**config.mk**
```make
export PLATFORM = sky130hd
export DESIGN_NAME = rect_fill_writer
export DESIGN_NICKNAME = d
export VERILOG_FILES = /design/src/rtl/fb_pkg.sv /design/src/rtl/fb_row_base.sv /design/src/rtl/rect_fill_writer.sv
export SDC_FILE = /design/constraint.sdc
export NUM_CORES = 1
export LEC_CHECK = 0
export ABC_CLOCK_PERIOD_IN_PS = 4100
export BUFFER_PORTS_ARGS = -buffer_cell sky130_fd_sc_hd__buf_2
export CAP_MARGIN = 5
export CORE_ASPECT_RATIO = 2
export CORE_MARGIN = 5
export CORE_UTILIZATION = 55
export DETAILED_ROUTE_END_ITERATION = 7
export GPL_TIMING_DRIVEN = 0
export PLACE_DENSITY = 0.76
export REMOVE_ABC_BUFFERS = 1
export SLEW_MARGIN = 20
export SYNTH_ARGS = -nofsm -noshare
export SYNTH_HDL_FRONTEND = slang
export SYNTH_SLANG_ARGS = --single-unit
```
**constraint.sdc**
```tcl
create_clock -name clk -period 4.1 [get_ports clk]
set_input_delay 0.41 -clock clk [delete_from_list [all_inputs] [get_ports clk]]
set_output_delay 0.41 -clock clk [all_outputs]
set_load 0.03 [all_outputs]
```
**src/rtl/fb_pkg.sv**
```systemverilog
// Shared frame-buffer geometry, colour constants and fill-engine state encodings.
package fb_pkg;

    localparam int unsigned FB_WIDTH  = 160;
    localparam int unsigned FB_HEIGHT = 120;
    localparam int unsigned ADDR_W    = 15;
    localparam int unsigned COLOR_W   = 24;
    localparam int unsigned FB_SIZE   = FB_WIDTH * FB_HEIGHT;

    localparam logic [COLOR_W-1:0] COLOR_BLACK = 24'h000000;
    localparam logic [COLOR_W-1:0] COLOR_WHITE = 24'hFFFFFF;

    localparam logic [1:0] ST_IDLE  = 2'd0;
    localparam logic [1:0] ST_SETUP = 2'd1;
    localparam logic [1:0] ST_FILL  = 2'd2;
    localparam logic [1:0] ST_DONE  = 2'd3;

    // Rectangle request as latched at the accepting edge.
    typedef struct packed {
        logic [7:0]         x0;
        logic [6:0]         y0;
        logic [7:0]         w;
        logic [6:0]         h;
        logic [COLOR_W-1:0] color;
    } fill_req_t;

endpackage

```
**src/rtl/fb_row_base.sv**
```systemverilog
// Row start address y*FB_WIDTH as a shift-add (160 = 128 + 32); shared with point-write stages.
module fb_row_base
    import fb_pkg::*;
(
    input  logic [6:0]        y_i,
    output logic [ADDR_W-1:0] base_o
);

    assign base_o = (ADDR_W'(y_i) << 7) + (ADDR_W'(y_i) << 5);

endmodule

```
**src/rtl/rect_fill_writer.sv**
```systemverilog
// Rectangle-fill engine: accepts one clipped rectangle and streams one
// frame-buffer pixel write per cycle in raster order.
module rect_fill_writer
    import fb_pkg::*;
(
    input  logic               clk,
    input  logic               rst,
    input  logic               start,
    input  logic [7:0]         x0,
    input  logic [6:0]         y0,
    input  logic [7:0]         w,
    input  logic [6:0]         h,
    input  logic [COLOR_W-1:0] color,
    output logic               busy,
    output logic               done,
    output logic [ADDR_W-1:0]  wr_addr,
    output logic [COLOR_W-1:0] wr_data,
    output logic               wr_en
);

    localparam logic [8:0]        X_LIM   = 9'(FB_WIDTH);
    localparam logic [7:0]        Y_LIM   = 8'(FB_HEIGHT);
    localparam logic [ADDR_W-1:0] ROW_INC = ADDR_W'(FB_WIDTH);

    logic [1:0]         state_q, state_d;
    fill_req_t          req_q, req_d;
    logic [8:0]         x_end_q, x_end_d;
    logic [7:0]         y_end_q, y_end_d;
    logic [7:0]         col_q, col_d;
    logic [6:0]         row_q, row_d;
    logic [ADDR_W-1:0]  row_base_q, row_base_d;
    logic               busy_q, busy_d;
    logic               done_q, done_d;
    logic               wr_en_q, wr_en_d;
    logic [ADDR_W-1:0]  wr_addr_q, wr_addr_d;
    logic [COLOR_W-1:0] wr_data_q, wr_data_d;

    logic [ADDR_W-1:0]  first_row_base;
    logic [ADDR_W-1:0]  next_row_base;
    logic [8:0]         x_sum, x_clip;
    logic [7:0]         y_sum, y_clip;
    logic               req_empty;
    logic               last_col, last_row;

    fb_row_base u_row_base (
        .y_i    (req_q.y0),
        .base_o (first_row_base)
    );

    // Clipping arithmetic is one bit wider than the operands so sums never wrap.
    always_comb begin
        x_sum     = {1'b0, req_q.x0} + {1'b0, req_q.w};
        y_sum     = {1'b0, req_q.y0} + {1'b0, req_q.h};
        x_clip    = (x_sum > X_LIM) ? X_LIM : x_sum;
        y_clip    = (y_sum > Y_LIM) ? Y_LIM : y_sum;
        req_empty = (req_q.w == 8'd0) || (req_q.h == 7'd0) ||
                    ({1'b0, req_q.x0} >= X_LIM) || ({1'b0, req_q.y0} >= Y_LIM);
    end

    always_comb begin
        last_col      = ({1'b0, col_q} == (x_end_q - 9'd1));
        last_row      = ({1'b0, row_q} == (y_end_q - 8'd1));
        next_row_base = row_base_q + ROW_INC;
    end

    // Next-state and registered-output logic.
    always_comb begin
        state_d    = state_q;
        req_d      = req_q;
        x_end_d    = x_end_q;
        y_end_d    = y_end_q;
        col_d      = col_q;
        row_d      = row_q;
        row_base_d = row_base_q;
        busy_d     = busy_q;
        done_d     = 1'b0;
        wr_en_d    = 1'b0;
        wr_addr_d  = wr_addr_q;
        wr_data_d  = wr_data_q;

        case (state_q)
            ST_IDLE: begin
                busy_d = 1'b0;
                if (start) begin
                    req_d.x0    = x0;
                    req_d.y0    = y0;
                    req_d.w     = w;
                    req_d.h     = h;
                    req_d.color = color;
                    busy_d      = 1'b1;
                    state_d     = ST_SETUP;
                end
            end

            ST_SETUP: begin
                x_end_d = x_clip;
                y_end_d = y_clip;
                if (req_empty) begin
                    busy_d  = 1'b0;
                    done_d  = 1'b1;
                    state_d = ST_DONE;
                end else begin
                    col_d      = req_q.x0;
                    row_d      = req_q.y0;
                    row_base_d = first_row_base;
                    wr_en_d    = 1'b1;
                    wr_addr_d  = first_row_base + ADDR_W'(req_q.x0);
                    wr_data_d  = req_q.color;
                    state_d    = ST_FILL;
                end
            end

            // The registered write on the bus is pixel (col_q, row_q); stage the next one.
            ST_FILL: begin
                if (last_col && last_row) begin
                    busy_d  = 1'b0;
                    done_d  = 1'b1;
                    state_d = ST_DONE;
                end else if (last_col) begin
                    col_d      = req_q.x0;
                    row_d      = row_q + 7'd1;
                    row_base_d = next_row_base;
                    wr_en_d    = 1'b1;
                    wr_addr_d  = next_row_base + ADDR_W'(req_q.x0);
                end else begin
                    col_d     = col_q + 8'd1;
                    wr_en_d   = 1'b1;
                    wr_addr_d = row_base_q + ADDR_W'(col_q) + ADDR_W'(1);
                end
            end

            ST_DONE: begin
                busy_d  = 1'b0;
                state_d = ST_IDLE;
            end

            default: begin
                busy_d  = 1'b0;
                state_d = ST_IDLE;
            end
        endcase
    end

    always_ff @(posedge clk or negedge rst) begin
        if (!rst) begin
            state_q    <= ST_IDLE;
            req_q      <= '0;
            x_end_q    <= '0;
            y_end_q    <= '0;
            col_q      <= '0;
            row_q      <= '0;
            row_base_q <= '0;
            busy_q     <= 1'b0;
            done_q     <= 1'b0;
            wr_en_q    <= 1'b0;
            wr_addr_q  <= '0;
            wr_data_q  <= '0;
        end else begin
            state_q    <= state_d;
            req_q      <= req_d;
            x_end_q    <= x_end_d;
            y_end_q    <= y_end_d;
            col_q      <= col_d;
            row_q      <= row_d;
            row_base_q <= row_base_d;
            busy_q     <= busy_d;
            done_q     <= done_d;
            wr_en_q    <= wr_en_d;
            wr_addr_q  <= wr_addr_d;
            wr_data_q  <= wr_data_d;
        end
    end

    assign busy    = busy_q;
    assign done    = done_q;
    assign wr_en   = wr_en_q;
    assign wr_addr = wr_addr_q;
    assign wr_data = wr_data_q;

endmodule
```
### Word level (Yosys, flattened, before mapping)

Cells that the tools add are included.

* word-level logic and storage cells: 90
* bits in registers: 145
* output and inout port bits: 42
* bits of input ports: 57

* multiplexer cells: 32
* equality and inequality tests: 11
* magnitude comparators: 4
* bitwise gates (word level): 1
* reductions and logical operators: 14
* add/subtract/negate cells: 12

Operator list (count)
* two-way mux 15 bit: 6
* one-hot mux 15 bit (2 select lines): 2
* adder 15 x 8 -> 15 bit: 3
* two-way mux 8 bit: 4
* two-way mux 7 bit: 3
* one-hot mux 8 bit (2 select lines): 1
* adder 14 x 12 -> 15 bit: 1
* adder 15 x 1 -> 15 bit, second input constant: 1
* adder 15 x 8 -> 15 bit, second input constant: 1
* one-hot mux 7 bit (2 select lines): 1
* != test 2 bit, second input constant: 6
* adder 8 x 8 -> 9 bit: 1
* == test 8 x 9 -> 1 bit: 1
* greater-than comparator 9 x 8 -> 1 bit, second input constant: 1
* two-way mux 9 bit: 1
* subtractor 9 x 1 -> 9 bit, second input constant: 1
* adder 7 x 7 -> 8 bit: 1
* adder 8 x 1 -> 8 bit, second input constant: 1
* == test 7 x 8 -> 1 bit: 1
* greater-or-equal comparator 8 bit, second input constant: 1
* greater-than comparator 8 x 7 -> 1 bit, second input constant: 1
* logical NOT 8 bit: 1
* two-way mux 1 bit: 8
* one-hot mux 2 bit (4 select lines): 1
* other kinds (17): 25

### Logic depth before layout (Yosys ltp)

* depth after elaboration: 6
* mapped depth: 13
* mapped depth without buffers: 11

### Modules after synthesis

From an unflattened synthesis, not the netlist that was laid out.

* cells, all modules: 911
* area total of the unflattened synthesis: 9096.2 um^2

By module, submodules not included
* rect_fill_writer: instances 1, area each 8804.7 um^2, sequential area each 3628.5 um^2, cells each 873
* fb_row_base: instances 1, area each 291.5 um^2, sequential area each 0.0 um^2, cells each 38

### Worst setup path after synthesis

Ideal clock, no wire load.

* kind: reg2reg
* start: register x_end_q[0]
* end: register wr_addr_q[10], in the netlist wr_addr[10]
* path buffers: 2
* stages on the path, launching flop included: 13
* slack: 1087 ps
* data arrival time: 2931 ps
* path through: dfrtp_1 -> inv_1 -> ha_1 -> buf_2 -> o21ba_1 -> a221o_1 -> a2111oi_1 -> o221a_2 -> buf_6 -> mux2_2 -> a21oi_1 -> o21ai_0 -> o21ai_0

* word-level cells in the longest chain between the ends: 5

Ends and longest elaborated chain
* start: declaration: line rect_fill_writer.sv:27 `logic [8:0] x_end_q, x_end_d;`
* start signal: assignment: line rect_fill_writer.sv:161 `x_end_q <= x_end_d;`
* subtractor 9 x 1 -> 9 bit *: line rect_fill_writer.sv:61 `last_col = ({1'b0, col_q} == (x_end_q - 9'd1));`
* == test 8 x 9 -> 1 bit *: line rect_fill_writer.sv:61
* two-way mux 15 bit / logical AND 1 bit (equally long branches): line rect_fill_writer.sv:119, rect_fill_writer.sv:115
* two-way mux 15 bit / != test 2 bit (equally long branches)
* one-hot mux 15 bit (2 select lines) / AND reduction 3 bit (equally long branches)
* end signal: assignment: line rect_fill_writer.sv:169 `wr_addr_q <= wr_addr_d;`
* end: declaration: line rect_fill_writer.sv:35 `logic [ADDR_W-1:0] wr_addr_q, wr_addr_d;`

Mark *: on every way between the ends. The rest lies on a longest branch, timed or not. The select of a mux whose other input is x is not followed.
A chain may end at the register's enable or synchronous reset.

### Final worst setup path

* start: register x_end_q[0]
* end: register row_q[6]

* word-level cells in the longest chain between the ends: 5

Ends and longest elaborated chain
* subtractor 9 x 1 -> 9 bit *: line rect_fill_writer.sv:61
* == test 8 x 9 -> 1 bit *: line rect_fill_writer.sv:61
* logical AND 1 bit: line rect_fill_writer.sv:115 `if (last_col && last_row) begin`
* != test 2 bit (no line)
* AND reduction 4 bit (no line) *
* end signal: assignment: line rect_fill_writer.sv:164 `row_q <= row_d;`
* end: declaration: line rect_fill_writer.sv:30 `logic [6:0] row_q, row_d;`

Mark *: on every way between the ends. The rest lies on a longest branch, timed or not.

==> parameters.txt <==
Parameter                              Value

Status
  Run status    finished clean

Routing
  Total number of vias    between 6,000 and 7,000
  DRC    0
  Detailed-route wire length on metal 1    roughly 7200 microns
  Number of search-and-repair iterations in the first detailed-routing pass    5
  Total Routed Length    19,900 microns
  Post-DR wirelength/cell    roughly 18 microns
  Drt first-iter violations    330
  Top layer used by detailed routing    met4
  Number of routed nets with antenna violations    0
  WL met2    11,000 microns
  Avg Vias per Cell    5.94
  Met3 WL post-DR    between 900 and 1000 microns

Synth
  Share of flip-flops with an asynchronous set or reset    100%
  Yosys warnings    0
  Number of instances in the synthesized netlist    roughly 800
  XOR/XNOR Fraction of Synth Area    between 5 and 6%
  Count of flip-flops with a built-in enable after synthesis    0
  Portion of synthesized cell area occupied by the leading cell type    between 40% and 50%
  Main combinational cell family by area after synthesis    compound AO/OA/AOI/OAI gates
  Multiplexer fraction of the synthesized cell area    between 10% and 20%
  Syn_area_per_cell    10.3 sq um
  Synth cell count leaders    139 x sky130_fd_sc_hd__dfrtp_1, 81 x sky130_fd_sc_hd__mux2_2, 56 x sky130_fd_sc_hd__nand2_1
  Cell with the most instances after synthesis    sky130_fd_sc_hd__dfrtp_1
  Synth Area in Compound Gates    about 16%
  Largest cells by area after synthesis    sky130_fd_sc_hd__dfrtp_1 42%, sky130_fd_sc_hd__mux2_2 11%, sky130_fd_sc_hd__ha_1 6.1%
  Cell accounting for the most synthesized area    sky130_fd_sc_hd__dfrtp_1
  Post-synthesis share of cell area spent on full adders, half adders and majority gates    7.06%
  Post-synth design cell area    approximately 8000 sq um
  Count of different cell masters after synthesis    between 70 and 80
  Seq/Total Area, Yosys    42.3%
  Flip-flop and latch count after synthesis    between 100 and 150
  Post-synthesis simple-gate area fraction    13.7%
  Top flip-flop cell by instance count after synthesis    sky130_fd_sc_hd__dfrtp_1

Layout
  Number of nets in the final layout    slightly below 1,000
  Fraction of layout cells with a size suffix above 1    a little over a quarter
  Antenna diode count    0
  Layout area overhead    15.1%
  Share of the core filled with cells in the final layout    64.2%
  Total non-filler cell area in the finished layout    about 9500 sq um

Worst setup path
  Worst path arrival time    between 4 and 5 ns
  Crit path capture type    flip-flop
  Highest fanout seen on the critical path    33
  Worst Path Required    4.42 ns
  Kind of critical path    flip-flop to flip-flop
  Critical path startpoint category    flip-flop

STA
  Count of final max-slew check failures    0
  Shortest clock period the worst path allows after layout    around 3.8 ns
  Final hold slack    approximately 0.21 ns
  Worst slew margin relative to its limit    around 44%
  Max Fclk    approximately 260 MHz
  Post-route clock period utilization    between 90 and 100%
  Final count of hold timing violations    0
  Slew of the pin with the lowest slew margin    approximately 0.83 ns
  Final setup vio count    0
  RSZ-0062 raised after global routing    no
  Clock Skews    between 0.007 and 0.008 ns
  Fin Setup TNS    0 ns

Place
  Estimated wirelength of the detail-placed design    approximately 15,000 microns
  Number of port buffers    98
  Placed standard-cell area    8880 sq um
  Gp weighted congestion    about 0.92

Clock tree
  Post-CTS setup buffer count    0
  Number of clock sinks    139
  CTS root buffer    sky130_fd_sc_hd__clkbuf_16
  TritonCTS clock tree    built
  Clock transition at the register clock pins on the worst setup and hold paths after CTS    roughly 0.06 ns
  Maximum buffer depth of the clock tree    2
  Number of CTS-inserted buffers    17
  Clock insertion delay at the later pin of the skew report    0.43 ns
  Total number of H-tree levels    4

Global route
  Vias in the first global route    6,797
  Initial antenna violation count    0
  Wire length of the first global-routing pass    between 30,000 and 40,000 microns
  Total congestion overflow after global routing    0
  Overall track demand over capacity in global routing    ~24%
  Pin count of the biggest net entering global routing    97

Floorplanning
  Die area    17,700 sq um
  Die Width    96.5 microns
  Initial core utilization    55.8%
  Core ar.    around 15,000 sq um
  Rows    63
  Vertical extent of the die    183 microns
  Top Ports    ~100

Hold path
  Min-delay worst type    input pin to flip-flop

Run
  MaxCap Viol Count    0
==> registers in the layout, indices dropped and copies added (netlist names) <==
register and flops:
req_q 54, wr_data 24, wr_addr 14, row_base_q 10, x_end_q 9, col_q 8
y_end_q 8, row_q 7, state_q 2, busy 1, done 1, wr_en 1
==> worst max-delay path, cell delays in order, from the launching register on <==
cell                       delay [ns]
sky130_fd_sc_hd__dfrtp_1         0.43
sky130_fd_sc_hd__inv_1           0.13
sky130_fd_sc_hd__ha_1            0.36
sky130_fd_sc_hd__or3b_2          0.53
sky130_fd_sc_hd__nor4b_1         0.61
sky130_fd_sc_hd__o221ai_2        0.37
sky130_fd_sc_hd__o21ai_2         0.33
sky130_fd_sc_hd__a21o_4          0.41
sky130_fd_sc_hd__nor3_1          0.17
sky130_fd_sc_hd__a311oi_1        0.34
==> cell families after synthesis <==
family                   Yosys count
AO/OA/AOI/OAI                    188
XOR/XNOR                          53
adder cells (fa/ha/maj)           44
buffers and inverters             69
flip-flops                       139
multiplexers                      88
AND/OR/NAND/NOR                  216
==> cells in the final DEF (no fill, tap or decap), types with 4 or more instances in the layout <==
master | netlist | final
sky130_fd_sc_hd__a211oi_1 | 8 | 8
sky130_fd_sc_hd__a21boi_0 | 4 | 4
sky130_fd_sc_hd__a21o_1 | 10 | 10
sky130_fd_sc_hd__a21oi_1 | 40 | 39
sky130_fd_sc_hd__a31oi_1 | 14 | 14
sky130_fd_sc_hd__and3_1 | 9 | 9
sky130_fd_sc_hd__buf_2 | 8 | 97
sky130_fd_sc_hd__clkbuf_16 | 0 | 17
sky130_fd_sc_hd__clkinv_2 | 0 | 6
sky130_fd_sc_hd__dfrtp_1 | 139 | 139
sky130_fd_sc_hd__fa_1 | 4 | 4
sky130_fd_sc_hd__ha_1 | 40 | 39
sky130_fd_sc_hd__inv_1 | 30 | 30
sky130_fd_sc_hd__mux2_2 | 81 | 81
sky130_fd_sc_hd__mux2i_1 | 7 | 7
sky130_fd_sc_hd__nand2_1 | 56 | 55
sky130_fd_sc_hd__nand2b_1 | 5 | 5
sky130_fd_sc_hd__nand3_1 | 19 | 19
sky130_fd_sc_hd__nand3b_1 | 5 | 5
sky130_fd_sc_hd__nand4_1 | 6 | 6
sky130_fd_sc_hd__nor2_1 | 50 | 50
sky130_fd_sc_hd__nor2b_1 | 9 | 9
sky130_fd_sc_hd__nor3_1 | 18 | 18
sky130_fd_sc_hd__nor3b_1 | 6 | 6
sky130_fd_sc_hd__nor4_1 | 4 | 4
sky130_fd_sc_hd__nor4b_1 | 5 | 5
sky130_fd_sc_hd__o211ai_1 | 6 | 6
sky130_fd_sc_hd__o21a_1 | 9 | 9
sky130_fd_sc_hd__o21ai_0 | 34 | 34
sky130_fd_sc_hd__o22a_1 | 4 | 4
sky130_fd_sc_hd__o22ai_1 | 7 | 7
sky130_fd_sc_hd__o31ai_1 | 6 | 6
sky130_fd_sc_hd__o32ai_1 | 5 | 5
sky130_fd_sc_hd__or2_2 | 4 | 4
sky130_fd_sc_hd__or3_1 | 4 | 4
sky130_fd_sc_hd__xnor2_1 | 28 | 28
sky130_fd_sc_hd__xor2_1 | 25 | 25
==> what timing repair did <==
item | in CTS | in global routing
setup endpoints to repair | 0 | 5
hold buffers | 1 | 0
hold endpoints to repair | 43 | 0
resized for setup | 0 | 2
==> path summary, 6_finish.rpt <==
path / start / endpoint / slack, ns / depth (start not counted)
min in group asynchronous: rst / wr_addr[7]$_DFFE_PN0P_ / 0.46 / 2
max in group asynchronous: rst / req_q[26]$_DFFE_PN0P_ / 2.85 / 3
max reg2reg: x_end_q[0]$_DFFE_PN0N_ / row_q[6]$_DFFE_PN0P_ / 0.29 / 9
min reg2reg: wr_addr[10]$_DFFE_PN0P_ / wr_addr[10]$_DFFE_PN0P_ / 0.47 / 2
max: x_end_q[0]$_DFFE_PN0N_ / row_q[6]$_DFFE_PN0P_ / 0.29 / 9
min: y0[4] / req_q[43]$_DFFE_PN0P_ / 0.21 / 2
==> stage by stage <==
| step | std cells | setup slack, ns |
|---|---|---|
| 3_5_place_dp | 1055 | 0.147 |
| 4_1_cts | 1088 | 0.129 |
| 6_report | 1088 | 0.286 |
| 2_1_floorplan | 758 | 0.993 |
| 3_3_place_gp | 1051 | -0.113 |
| 5_1_grt | 1088 | 0.0359 |
==> per-layer routing <==
layer  vias to the layer above  track usage [%]
met5                         -                0
met4                         0             12.8
met3                        65             5.75
met2                       173             44.2
met1                      3154             25.5
li1                       3070                -
==> layout make-up <==
| class | instances | area [sq um] |
|---|---|---|
| tap | 195 | 244 |
| sequential | 139 | 3480 |
| multi-input combinational | 589 | 4470 |
| timing repair buffer | 103 | 592 |
| inverter | 30 | 113 |
| clock buffer | 20 | 447 |
| fill | 1229 | 5270 |
| clock inverter | 12 | 124 |
Power is left out: the tool's default activity adds up to more than one toggle a clock period on the data nets, which glitch-free logic cannot reach.
